**src/rtl/oh_cgate_ctrl.sv**
```systemverilog
// Idle-detect clock-gate controller: registered enable for a downstream latch+AND gate.
// Latency: gate_en drops on the edge taking the cfg_idle-th idle sample; rises one edge after a wake cause.
// Backpressure: none; wake_req is a level request answered by a one-cycle wake_ack.
//
// Ports:
//   clk, nreset      free-running clock, async active-low reset
//   cfg_en, cfg_idle gating enable and idle threshold (cfg_idle==0 disables gating)
//   activity         downstream busy; wake_req/wake_ack level request / one-cycle ack
//   gate_en, gated   registered enable and GATED status
//   stat_gated       gated-cycle counter, built only with OH_CGATE_STATS_EN (else tied 0)
module oh_cgate_ctrl #(
  parameter int IDLEW   = 8,
  parameter int WAKEDLY = 2
) (
  input  logic             clk,
  input  logic             nreset,
  input  logic             cfg_en,
  input  logic [IDLEW-1:0] cfg_idle,
  input  logic             activity,
  input  logic             wake_req,
  output logic             wake_ack,
  output logic             gate_en,
  output logic             gated,
  output logic [31:0]      stat_gated
);

  typedef enum logic [1:0] {ST_ACTIVE, ST_GATED, ST_WAKE} state_t;

  state_t           state_q;
  logic [IDLEW-1:0] idle_cnt_q;
  logic [7:0]       wake_cnt_q;
  logic             gate_en_q;
  logic             gated_q;
  logic             wake_ack_q;

  logic             idle;
  logic             wake_cause;
  logic             thr_hit;
  logic [IDLEW-1:0] idle_cnt_d;

  assign idle       = cfg_en & (cfg_idle != '0) & ~activity & ~wake_req;
  assign wake_cause = activity | wake_req | ~cfg_en | (cfg_idle == '0);
  // Extra bit keeps the +1 from wrapping when the counter sits at all-ones.
  assign thr_hit    = ({1'b0, idle_cnt_q} + {{IDLEW{1'b0}}, 1'b1}) >= {1'b0, cfg_idle};
  assign idle_cnt_d = (idle_cnt_q == '1) ? idle_cnt_q : idle_cnt_q + 1'b1;

  always_ff @(posedge clk or negedge nreset) begin
    if (!nreset) begin
      state_q    <= ST_ACTIVE;
      idle_cnt_q <= '0;
      wake_cnt_q <= '0;
      gate_en_q  <= 1'b1;
      gated_q    <= 1'b0;
      wake_ack_q <= 1'b0;
    end else begin
      wake_ack_q <= (state_q == ST_ACTIVE) & wake_req & ~wake_ack_q;
      case (state_q)
        ST_ACTIVE: begin
          if (!idle) begin
            idle_cnt_q <= '0;
          end else if (thr_hit) begin
            state_q    <= ST_GATED;
            gate_en_q  <= 1'b0;
            gated_q    <= 1'b1;
            idle_cnt_q <= '0;
          end else begin
            idle_cnt_q <= idle_cnt_d;
          end
        end
        ST_GATED: begin
          if (wake_cause) begin
            state_q    <= ST_WAKE;
            gate_en_q  <= 1'b1;
            gated_q    <= 1'b0;
            wake_cnt_q <= '0;
          end
        end
        ST_WAKE: begin
          // Enable is already high; hold here WAKEDLY cycles regardless of inputs.
          wake_cnt_q <= wake_cnt_q + 8'd1;
          if (wake_cnt_q == 8'(WAKEDLY - 1)) begin
            state_q <= ST_ACTIVE;
          end
        end
        default: begin
          state_q   <= ST_ACTIVE;
          gate_en_q <= 1'b1;
          gated_q   <= 1'b0;
        end
      endcase
    end
  end

  assign gate_en  = gate_en_q;
  assign gated    = gated_q;
  assign wake_ack = wake_ack_q;

`ifdef OH_CGATE_STATS_EN
  logic [31:0] stat_q;

  always_ff @(posedge clk or negedge nreset) begin
    if (!nreset) begin
      stat_q <= '0;
    end else if ((state_q == ST_GATED) && (stat_q != 32'hFFFF_FFFF)) begin
      stat_q <= stat_q + 32'd1;
    end
  end

  assign stat_gated = stat_q;
`else
  assign stat_gated = '0;
`endif

endmodule

```
**config.mk**
```make
export PLATFORM = sky130hd
export DESIGN_NAME = oh_cgate_ctrl
export DESIGN_NICKNAME = d
export VERILOG_FILES = /design/src/rtl/oh_cgate_ctrl.sv
export SDC_FILE = /design/constraint.sdc
export NUM_CORES = 1
export LEC_CHECK = 0
export BUFFER_PORTS_ARGS = -buffer_cell sky130_fd_sc_hd__buf_2
export CAP_MARGIN = 20
export CORE_UTILIZATION = 48
export CTS_BUF_LIST = sky130_fd_sc_hd__clkbuf_2 sky130_fd_sc_hd__clkbuf_4 sky130_fd_sc_hd__clkbuf_8
export DETAILED_ROUTE_END_ITERATION = 7
export GPL_TIMING_DRIVEN = 0
export PLACE_DENSITY = 0.82
export SYNTH_ARGS = -nofsm -noshare
export SYNTH_HDL_FRONTEND = slang
export SYNTH_SLANG_ARGS = --single-unit
```
**constraint.sdc**
```tcl
create_clock -name clk -period 2.5 [get_ports clk]
set_clock_uncertainty 0.2 [all_clocks]
set_input_delay 0.5 -clock clk [delete_from_list [all_inputs] [get_ports clk]]
set_output_delay 0.5 -clock clk [all_outputs]
set_load 0.05 [all_outputs]
```
# Word-level counts from Yosys, hierarchy flattened
# Index checks and enable logic that the tools add are counted.
# word_totals
ff_bits,21
word_cells,58
# op_classes
addsub,3
order_cmp,1
eq_ne,9
n_mux,18
n_bitwise,13
n_reduce_logical,8
# op_table
op,count
$mux W8,4
$add A8 B1 Y8 const B,2
$pmux W8 S2,1
$add A8 B1 Y9 const B,1
$ge A9 B8 Y1,1
$eq A8 B1 Y1 const B,1
$eq A8 B8 Y1 const B,1
$logic_not A8 Y1,1
$mux W2,4
$ne A2 B2 Y1 const B,4
$reduce_and A4 Y1,2
$reduce_bool A8 Y1,1
$mux W1,6
$pmux W1 S3,2
$pmux W2 S3,1
$and A1 B1 Y1,5
$not A1 Y1,5
$reduce_and A2 Y1,2
$ne A3 B3 Y1 const B,1
$or A1 B1 Y1,3
$eq A2 B1 Y1 const B,1
$eq A2 B2 Y1 const B,1
$logic_not A2 Y1,1
$reduce_bool A2 Y1,1

# Longest topological paths before layout
# Gate-level depths: netlist of the first run.
# depth
depth_word,6
mapped_depth,11
mapped_depth_nobuf,10

# Worst setup path after synthesis of the first run
# Ideal clock, no wire load.
# synth_timing
kind,flip-flop to flip-flop
start,register idle_cnt_q[0]
end,"register gate_en_q, in the netlist gate_en"
setup_time_ns,0.082
t_arrival_ns,2.266
required_ns,2.218
setup_slack_ns,-0.048
path_stages_with_launch,12
n_path_buf,1
synth_period_minus_slack_ns,2.548
cell_sequence,dfrtp_1 ha_1 nand4_1 and2_1 or2_2 ha_1 nand3_1 o22ai_1 nor4_4 clkbuf_8 a211oi_1 nor2_1
# synth_between
elab_chain_cells,4
# synth_rtl
item,line_no,text
start: declaration,30,logic [IDLEW-1:0] idle_cnt_q;
start signal: assignment,67,idle_cnt_q <= idle_cnt_d;
$add A8 B1 Y9,44,"assign thr_hit = ({1'b0, idle_cnt_q} + {{IDLEW{1'b0}}, 1'b1}) >= {1'b0, cfg_idle};"
$ge A9 B8 Y1,44,
$ne A2 B2 Y1 (no source line),-,
$reduce_and A4 Y1 (no source line),-,
end signal: assignment,52,gate_en_q <= 1'b1;
end signal: assignment,63,gate_en_q <= 1'b0;
end signal: assignment,73,gate_en_q <= 1'b1;
end: declaration,32,logic gate_en_q;
# Every way passes these cells.
# A chain may end at the register's enable or synchronous reset.

# Worst setup path after layout of the first run
# Ends and elaborated chain as after synthesis.

==> reports/results.txt, run 1 <==
DR pass1 iterations - 4
Wire length of the first global-routing pass - 5.38 mm
Chip width - 60.2 µm
Routed length per placed instance - 11.3 µm
Min Tclk post-route - 2.50 ns
# port buffers - 15
Critical path, cell by cell - ha_2 -> nand4_1 -> and2_4 -> or2_4 -> ha_4 -> a21oi_4 -> nor2b_4 -> nor4_4 -> clkbuf_8 -> a211oi_1 -> nor2_1
DR iter-0 viols - 56
Fmax - 401 MHz
Core Footprint - 0.00313 mm²
Tot GR Track Use - 19.7%
Detailed Route WL - 3.21 mm
Power density cells - 584 mW/mm²
Num rows - 20
Sink Count - 21
Worst-path clk slew - 0.12 ns
Hold Path Class - flop to flop
Area Overhead vs Synth - 27.7%
Initial antenna violation count - 0
Via-to-Cell Ratio - 4.77
Crit-path max FO - 5
Drt drc - 0
Setup tns final - 0 ns
Htree depth - 1
Hpwl dp - 2.23 mm
I/O pin count - 48
Synth Instances - 179
CTS tree - done
Top-count cell post-synth - buf_4
Die Area - 0.00363 mm²
VDD IR max - 0.000542 V
Final ANT Viol Nets - 0
Yosys warnings - 0
Die Ht - 60.2 µm
Critical Path RT - 2.55 ns
Largest net degree at the start of global routing - 22
Number of clock buffers inserted by TritonCTS - 3
Post-synth EDFFs - 0
Post-synth cell types - 39
Critical path start-end classification - flop to flop
Dpl cell area - 0.00188 mm²
Leak Pwr - 1.09 nW
Max stage delay on crit path - 0.39 ns
Routability cong. - 0.842
Outcome - complete, no violations
DR vias - 1355
Max-slew violation count - 0
Fraction of registers with async set/reset - 100%
Clock latency on the worst-skew pair - 0.31 ns
Vias in the first global route - 1226
Post-layout nets - 265
Setup violators final - 0
RSZ-0062 raised after global routing - true
CTS max path bufs - 2
Slowest cell on the critical path - dfrtp_1
Final hold vios - 0
Max-cap violation count - 0
Layout cells sized above 1 - 36.7%
Final period utilization - 99.8%
WHS - 0.244 ns
Mapped Area - 0.00163 mm²
Fill count - 251
Grt ovf - 0
CP Data Arrival Time - 2.55 ns
Seq/Total Area, Yosys - 32.4%
Antenna diodes - 0
Mean Syn Cell Area - 9.09 µm²
Startpoint Class - flop
Main area contributors after synthesis - dfrtp_1 (31%), buf_4 (15%), ha_1 (8.5%)
Synth cell count leaders - buf_4 (32), dfrtp_1 (20), nand2_1 (16)
Final Cell Area - 0.00208 mm²
Synthesized flop and latch total - 21
Root buffer cell - clkbuf_4
Largest area contributor in the netlist - dfrtp_1
Synth top area share - 30.7%
CP Capture Type - flop
Starting Density - 52.0%
Synth Flop Type - dfrtp_1
-- layout by cell type, fill, tap and decap left out, types with 2 or more instances in the layout --
cell and instances:
buf_4 40, o21ai_0 2, or2_4 2, nor2_1 13
a211oi_1 3, mux2i_1 2, inv_1 9, buf_2 15
o211ai_2 2, a21oi_1 11, and2_1 2, nor2b_1 2
nand4_1 5, o211ai_1 2, ha_1 8, and2_4 2
or4_1 3, nand2_2 2, conb_1 32, a32o_1 5
dfrtp_1 20, o21ai_1 2, clkbuf_8 2, nand2_1 15
ha_4 2, nand3_1 4, xor2_1 3, clkbuf_4 4
buf_6 2
-- registers in the layout, indices dropped and copies added, names as in the netlist --
| signal | flops |
|---|---|
| idle_cnt_q | 8 |
| wake_cnt_q | 8 |
| state_q | 2 |
| gate_en | 1 |
| gated | 1 |
| wake_ack | 1 |
-- area by class of cell --
type                       count  area [µm²]  share of cell area (%)
buffer                        36         283                    13.6
timing repair buffer          26         164                    7.89
clock inverter                 1        5.00                   0.241
inverter                       9        33.8                    1.63
sequential                    21         527                    25.3
clock buffer                   3        22.5                    1.08
tap                           44        55.1                    2.65
multi-input combinational    144         988                    47.6
-- power breakdown --
part / internal [W] / switching (W)
combinational: 0.000223 / 0.000365
clock: 0.0000597 / 0.000108
sequential: 0.000400 / 0.0000575
total: 0.000683 / 0.000530
-- final timing paths --
path | start | endpoint | slack [ns] | cells after the start
setup / recovery | idle_cnt_q[0]$_DFFE_PN0P_ | gate_en$_DFFE_PN1P_ | 0.005 | 11
min in group asynchronous | nreset | idle_cnt_q[6]$_DFFE_PN0P_ | 0.46 | 2
max in group asynchronous | nreset | gate_en$_DFFE_PN1P_ | 1.31 | 2
hold reg to reg | wake_ack$_DFF_PN0_ | wake_ack$_DFF_PN0_ | 0.24 | 1
setup reg to reg | idle_cnt_q[0]$_DFFE_PN0P_ | gate_en$_DFFE_PN1P_ | 0.005 | 11
hold / removal | wake_ack$_DFF_PN0_ | wake_ack$_DFF_PN0_ | 0.24 | 1
-- per-stage QoR --
step	utilization, %	total power, W	cells	setup slack, ns
after global routing	66.4	0.00129	284	-0.136
after global placement	60.2	0.000983	269	-0.226
after CTS	64.9	0.00118	281	-0.0368
after detailed placement	60.2	0.000996	269	-0.276
after floorplan	-	0.000899	210	0.0111
final	66.4	0.00121	284	0.00494
-- metal layers --
| layer | track usage [%] | wire (µm) | part of all wire (%) | vias to the layer above |
|---|---|---|---|---|
| met5 | 0 | 0 | 0 | - |
| met4 | 6.64 | 49 | 1.5 | 0 |
| met3 | 2.16 | 157 | 4.9 | 6 |
| met2 | 32.3 | 1550 | 48 | 44 |
| met1 | 26.8 | 1450 | 45 | 615 |
| li1 | - | - | - | 690 |
-- worst max-delay path: cells and delay by family, from the launching register on --
| family | cells | cell delay (ns) |
|---|---|---|
| AO/OA/AOI/OAI | 2 | 0.23 |
| adder cells (fa/ha/maj) | 2 | 0.44 |
| buffers and inverters | 1 | 0.22 |
| flip-flops | 1 | 0.39 |
| AND/OR/NAND/NOR | 6 | 0.96 |
-- cells by family after synthesis --
| kind of cell | Yosys count | synth area share [%] |
|---|---|---|
| and+or+nand+nor | 59 | 19.4 |
| adders and majority gates | 11 | 8.45 |
| muxes | 2 | 1.23 |
| other | 1 | 0.230 |
| buffers and inverters | 45 | 19.4 |
| DFF | 21 | 32.4 |
| AOI/OAI and AO/OA | 35 | 16.2 |
| xor gates and xnor gates | 5 | 2.69 |
-- what timing repair did --
item | CTS | global route
hold buffers | 1 | 0
gates resized for setup | 12 | 6
setup buffers | 6 | 3
hold endpoints to repair | 20 | 0
cloned | 1 | 0
pin swaps | 16 | 4
setup endpoints to repair | 11 | 11
Power figures use the tool's default switching activity.
==> inputs of run 2 (changes only) <==
Settings changed: BUFFER_PORTS_ARGS -buffer_cell sky130_fd_sc_hd__buf_2 to unset, CORE_UTILIZATION 48 to 35, DONT_BUFFER_PORTS set to 1, PLACE_DENSITY 0.82 to 0.55.
==> run 2 against run 1 <==
Against the previous run: setup slack better by 0.028 ns; hold slack worse by 0.041 ns; combinational power down 14%.
==> reports/results.txt, run 2 (synthesized netlist as in run 1, its figures left out) <==
Largest net degree at the start of global routing - 22 (unchanged)
CP Data Arrival Time - 2.45 ns (was 2.55 ns)
Top delay family on crit path - simple AND/OR/NAND/NOR gates (unchanged)
Final period utilization - 98.7% (was 99.8%)
Area Overhead vs Synth - 28.4% (was 27.7%)
Initial antenna violation count - 0 (unchanged)
I/O pin count - 48 (unchanged)
Fmax - 405 MHz (was 401 MHz)
Routed length per placed instance - 11.4 µm (was 11.3 µm)
Vias in the first global route - 1162 (was 1226)
Fill count - 422 (was 251)
Root buffer cell - clkbuf_8 (was clkbuf_4)
CTS max path bufs - 2 (unchanged)
Register area - 528 µm² (was 527 µm²)
Chip width - 70.2 µm (was 60.2 µm)
DR iter-0 viols - 57 (was 56)
RSZ-0062 raised after global routing - true (unchanged)
Footprint of the multi-input gates - 995 µm² (was 988 µm²)
Critical path start-end classification - flop to flop (unchanged)
Min Tclk post-route - 2.47 ns (was 2.50 ns)
Clock latency on the worst-skew pair - 0.25 ns (was 0.31 ns)
Setup violators final - 0 (unchanged)
CP bufs+invs - 1 (unchanged)
Detailed Route WL - 3.22 mm (was 3.21 mm)
Antenna diodes - 0 (unchanged)
CTS tree - done (unchanged)
Hpwl dp - 2.27 mm (was 2.23 mm)
Final ANT Viol Nets - 0 (unchanged)
DR pass1 iterations - 4 (unchanged)
CP Capture Type - flop (unchanged)
Core Footprint - 0.00441 mm² (was 0.00313 mm²)
Starting Density - 36.9% (was 52.0%)
Wire length of the first global-routing pass - 5.18 mm (was 5.38 mm)
Startpoint Class - flop (unchanged)
Top Registers - idle_cnt_q x8, wake_cnt_q x8, state_q x2 (unchanged)
Most frequent CP cell - ha_4
Layout cells sized above 1 - 33.9% (was 36.7%)
Die Ht - 70.2 µm (was 60.2 µm)
Hold Path Class - primary input to flop (was flop to flop)
Grt ovf - 0 (unchanged)
Post-layout nets - 255 (was 265)
Worst-Margin Slew - 0.509 ns
Drt drc - 0 (unchanged)
Post-route setup slack - 0.0327 ns (was 0.00494 ns)
Critical path, cell by cell - ha_4 -> nand4_1 -> and2_4 -> or2_4 -> ha_4 -> a21oi_4 -> nor2b_4 -> nor4_4 -> clkbuf_8 -> a211oi_2 -> nor2_1 (was ha_2 -> nand4_1 -> and2_4 -> or2_4 -> ha_4 -> a21oi_4 -> nor2b_4 -> nor4_4 -> clkbuf_8 -> a211oi_1 -> nor2_1)
Slowest cell on the critical path - dfrtp_1 (unchanged)
Setup tns final - 0 ns (unchanged)
Number of clock buffers inserted by TritonCTS - 3 (unchanged)
Outcome - complete, no violations (unchanged)
# port buffers - 0 (was 15)
Htree depth - 1 (unchanged)
Flop-to-flop setup slack - 0.03 ns (was 0.005 ns)
Leak Pwr - 1.06 nW (was 1.09 nW)
VDD IR max - 0.000391 V (was 0.000542 V)
Max-slew violation count - 0 (unchanged)
Critical Path RT - 2.48 ns (was 2.55 ns)
Via-to-Cell Ratio - 4.44 (was 4.77)
Final hold vios - 0 (unchanged)
Commonest non-fill, non-tap cell in the layout - buf_4 (unchanged)
Max transition margin - 66.0%
Worst-path clk slew - 0.07 ns (was 0.12 ns)
Pre-CTS setup slack - -0.275 ns (was -0.276 ns)
Max stage delay on crit path - 0.41 ns (was 0.39 ns)
Tot GR Track Use - 12.9% (was 19.7%)
Power density cells - 597 mW/mm² (was 584 mW/mm²)
DR vias - 1253 (was 1355)
Num rows - 24 (was 20)
Commonest cells after routing, fill and taps aside - buf_4 (43), conb_1 (32), dfrtp_1 (19) (was buf_4 (40), conb_1 (32), dfrtp_1 (20))
Max-cap violation count - 0 (unchanged)
Die Area - 0.00493 mm² (was 0.00363 mm²)
Routability cong. - 0.778 (was 0.842)
Crit-path max FO - 5 (unchanged)
Post-layout util - 47.4% (was 66.4%)
Sink Count - 21 (unchanged)
-- run 2: changes by cell type in the layout (fill, tap and decap cells not counted), moves of 2 or more --
cell      previous run  this run
buf_2               15         0
buf_4               40        43
clkbuf_4             4         2
clkbuf_8             2         5
-- run 2: final timing paths --
kind                                                 from  cells past startpoint                        end
min in group asynchronous                          nreset                      1  wake_cnt_q[4]$_DFFE_PN0P_
worst min register to register  wake_cnt_q[6]$_DFFE_PN0P_                      1  wake_cnt_q[6]$_DFFE_PN0P_
worst min-delay path                             wake_req                      1         wake_ack$_DFF_PN0_
max in group asynchronous                          nreset                      2        gate_en$_DFFE_PN1P_
worst max-delay path            idle_cnt_q[1]$_DFFE_PN0P_                     11        gate_en$_DFFE_PN1P_
worst max register to register  idle_cnt_q[1]$_DFFE_PN0P_                     11        gate_en$_DFFE_PN1P_
-- run 2: metal layers --
layer  global-route usage (%)  vias up  share of wire [%]
met5                        0        -                  0
met4                     3.33        0               0.43
met3                     1.30        2                2.4
met2                     23.1       15                 51
met1                     16.5      565                 46
li1                         -      671                  -
-- run 2: per-stage QoR --
stage | instances | hold WS [ns] | area, µm² | total power, W
2_1_floorplan | 210 | 0.00441 | 1750 | 0.000899
3_3_place_gp | 262 | 0.00498 | 1820 | 0.000966
3_5_place_dp | 262 | 0.00492 | 1820 | 0.000970
4_1_cts | 277 | 0.194 | 2010 | 0.00125
5_1_grt | 282 | 0.193 | 2090 | 0.00133
6_report | 282 | 0.203 | 2090 | 0.00125
-- run 2: repair_timing --
action                                  in CTS  in global routing
hold buffers                                 1                  0
pin swaps                                   11                  7
gates resized for setup                     14                  6
gates cloned                                 1                  0
buffers inserted                             9                  4
endpoints found under the setup margin      11                 11
endpoints found under the hold margin       21                  0
-- run 2: final cells by class --
cell class	instances	share of cell area [%]
buffer	36	13.5
clock buffer	4	2.33
inverter	9	1.62
multi-input combinational	144	47.6
sequential	21	25.3
tap	52	3.11
timing repair buffer	16	6.58
-- run 2: power by group --
| group | leakage (nW) | internal [W] | total, W | switching (W) |
|---|---|---|---|---|
| sequential | 0.277 | 0.000402 | 0.000520 | 0.000118 |
| combinational | 0.757 | 0.000207 | 0.000505 | 0.000298 |
| clock | 0.0262 | 0.000124 | 0.000224 | 0.0000998 |
| total | 1.06 | 0.000734 | 0.00125 | 0.000516 |
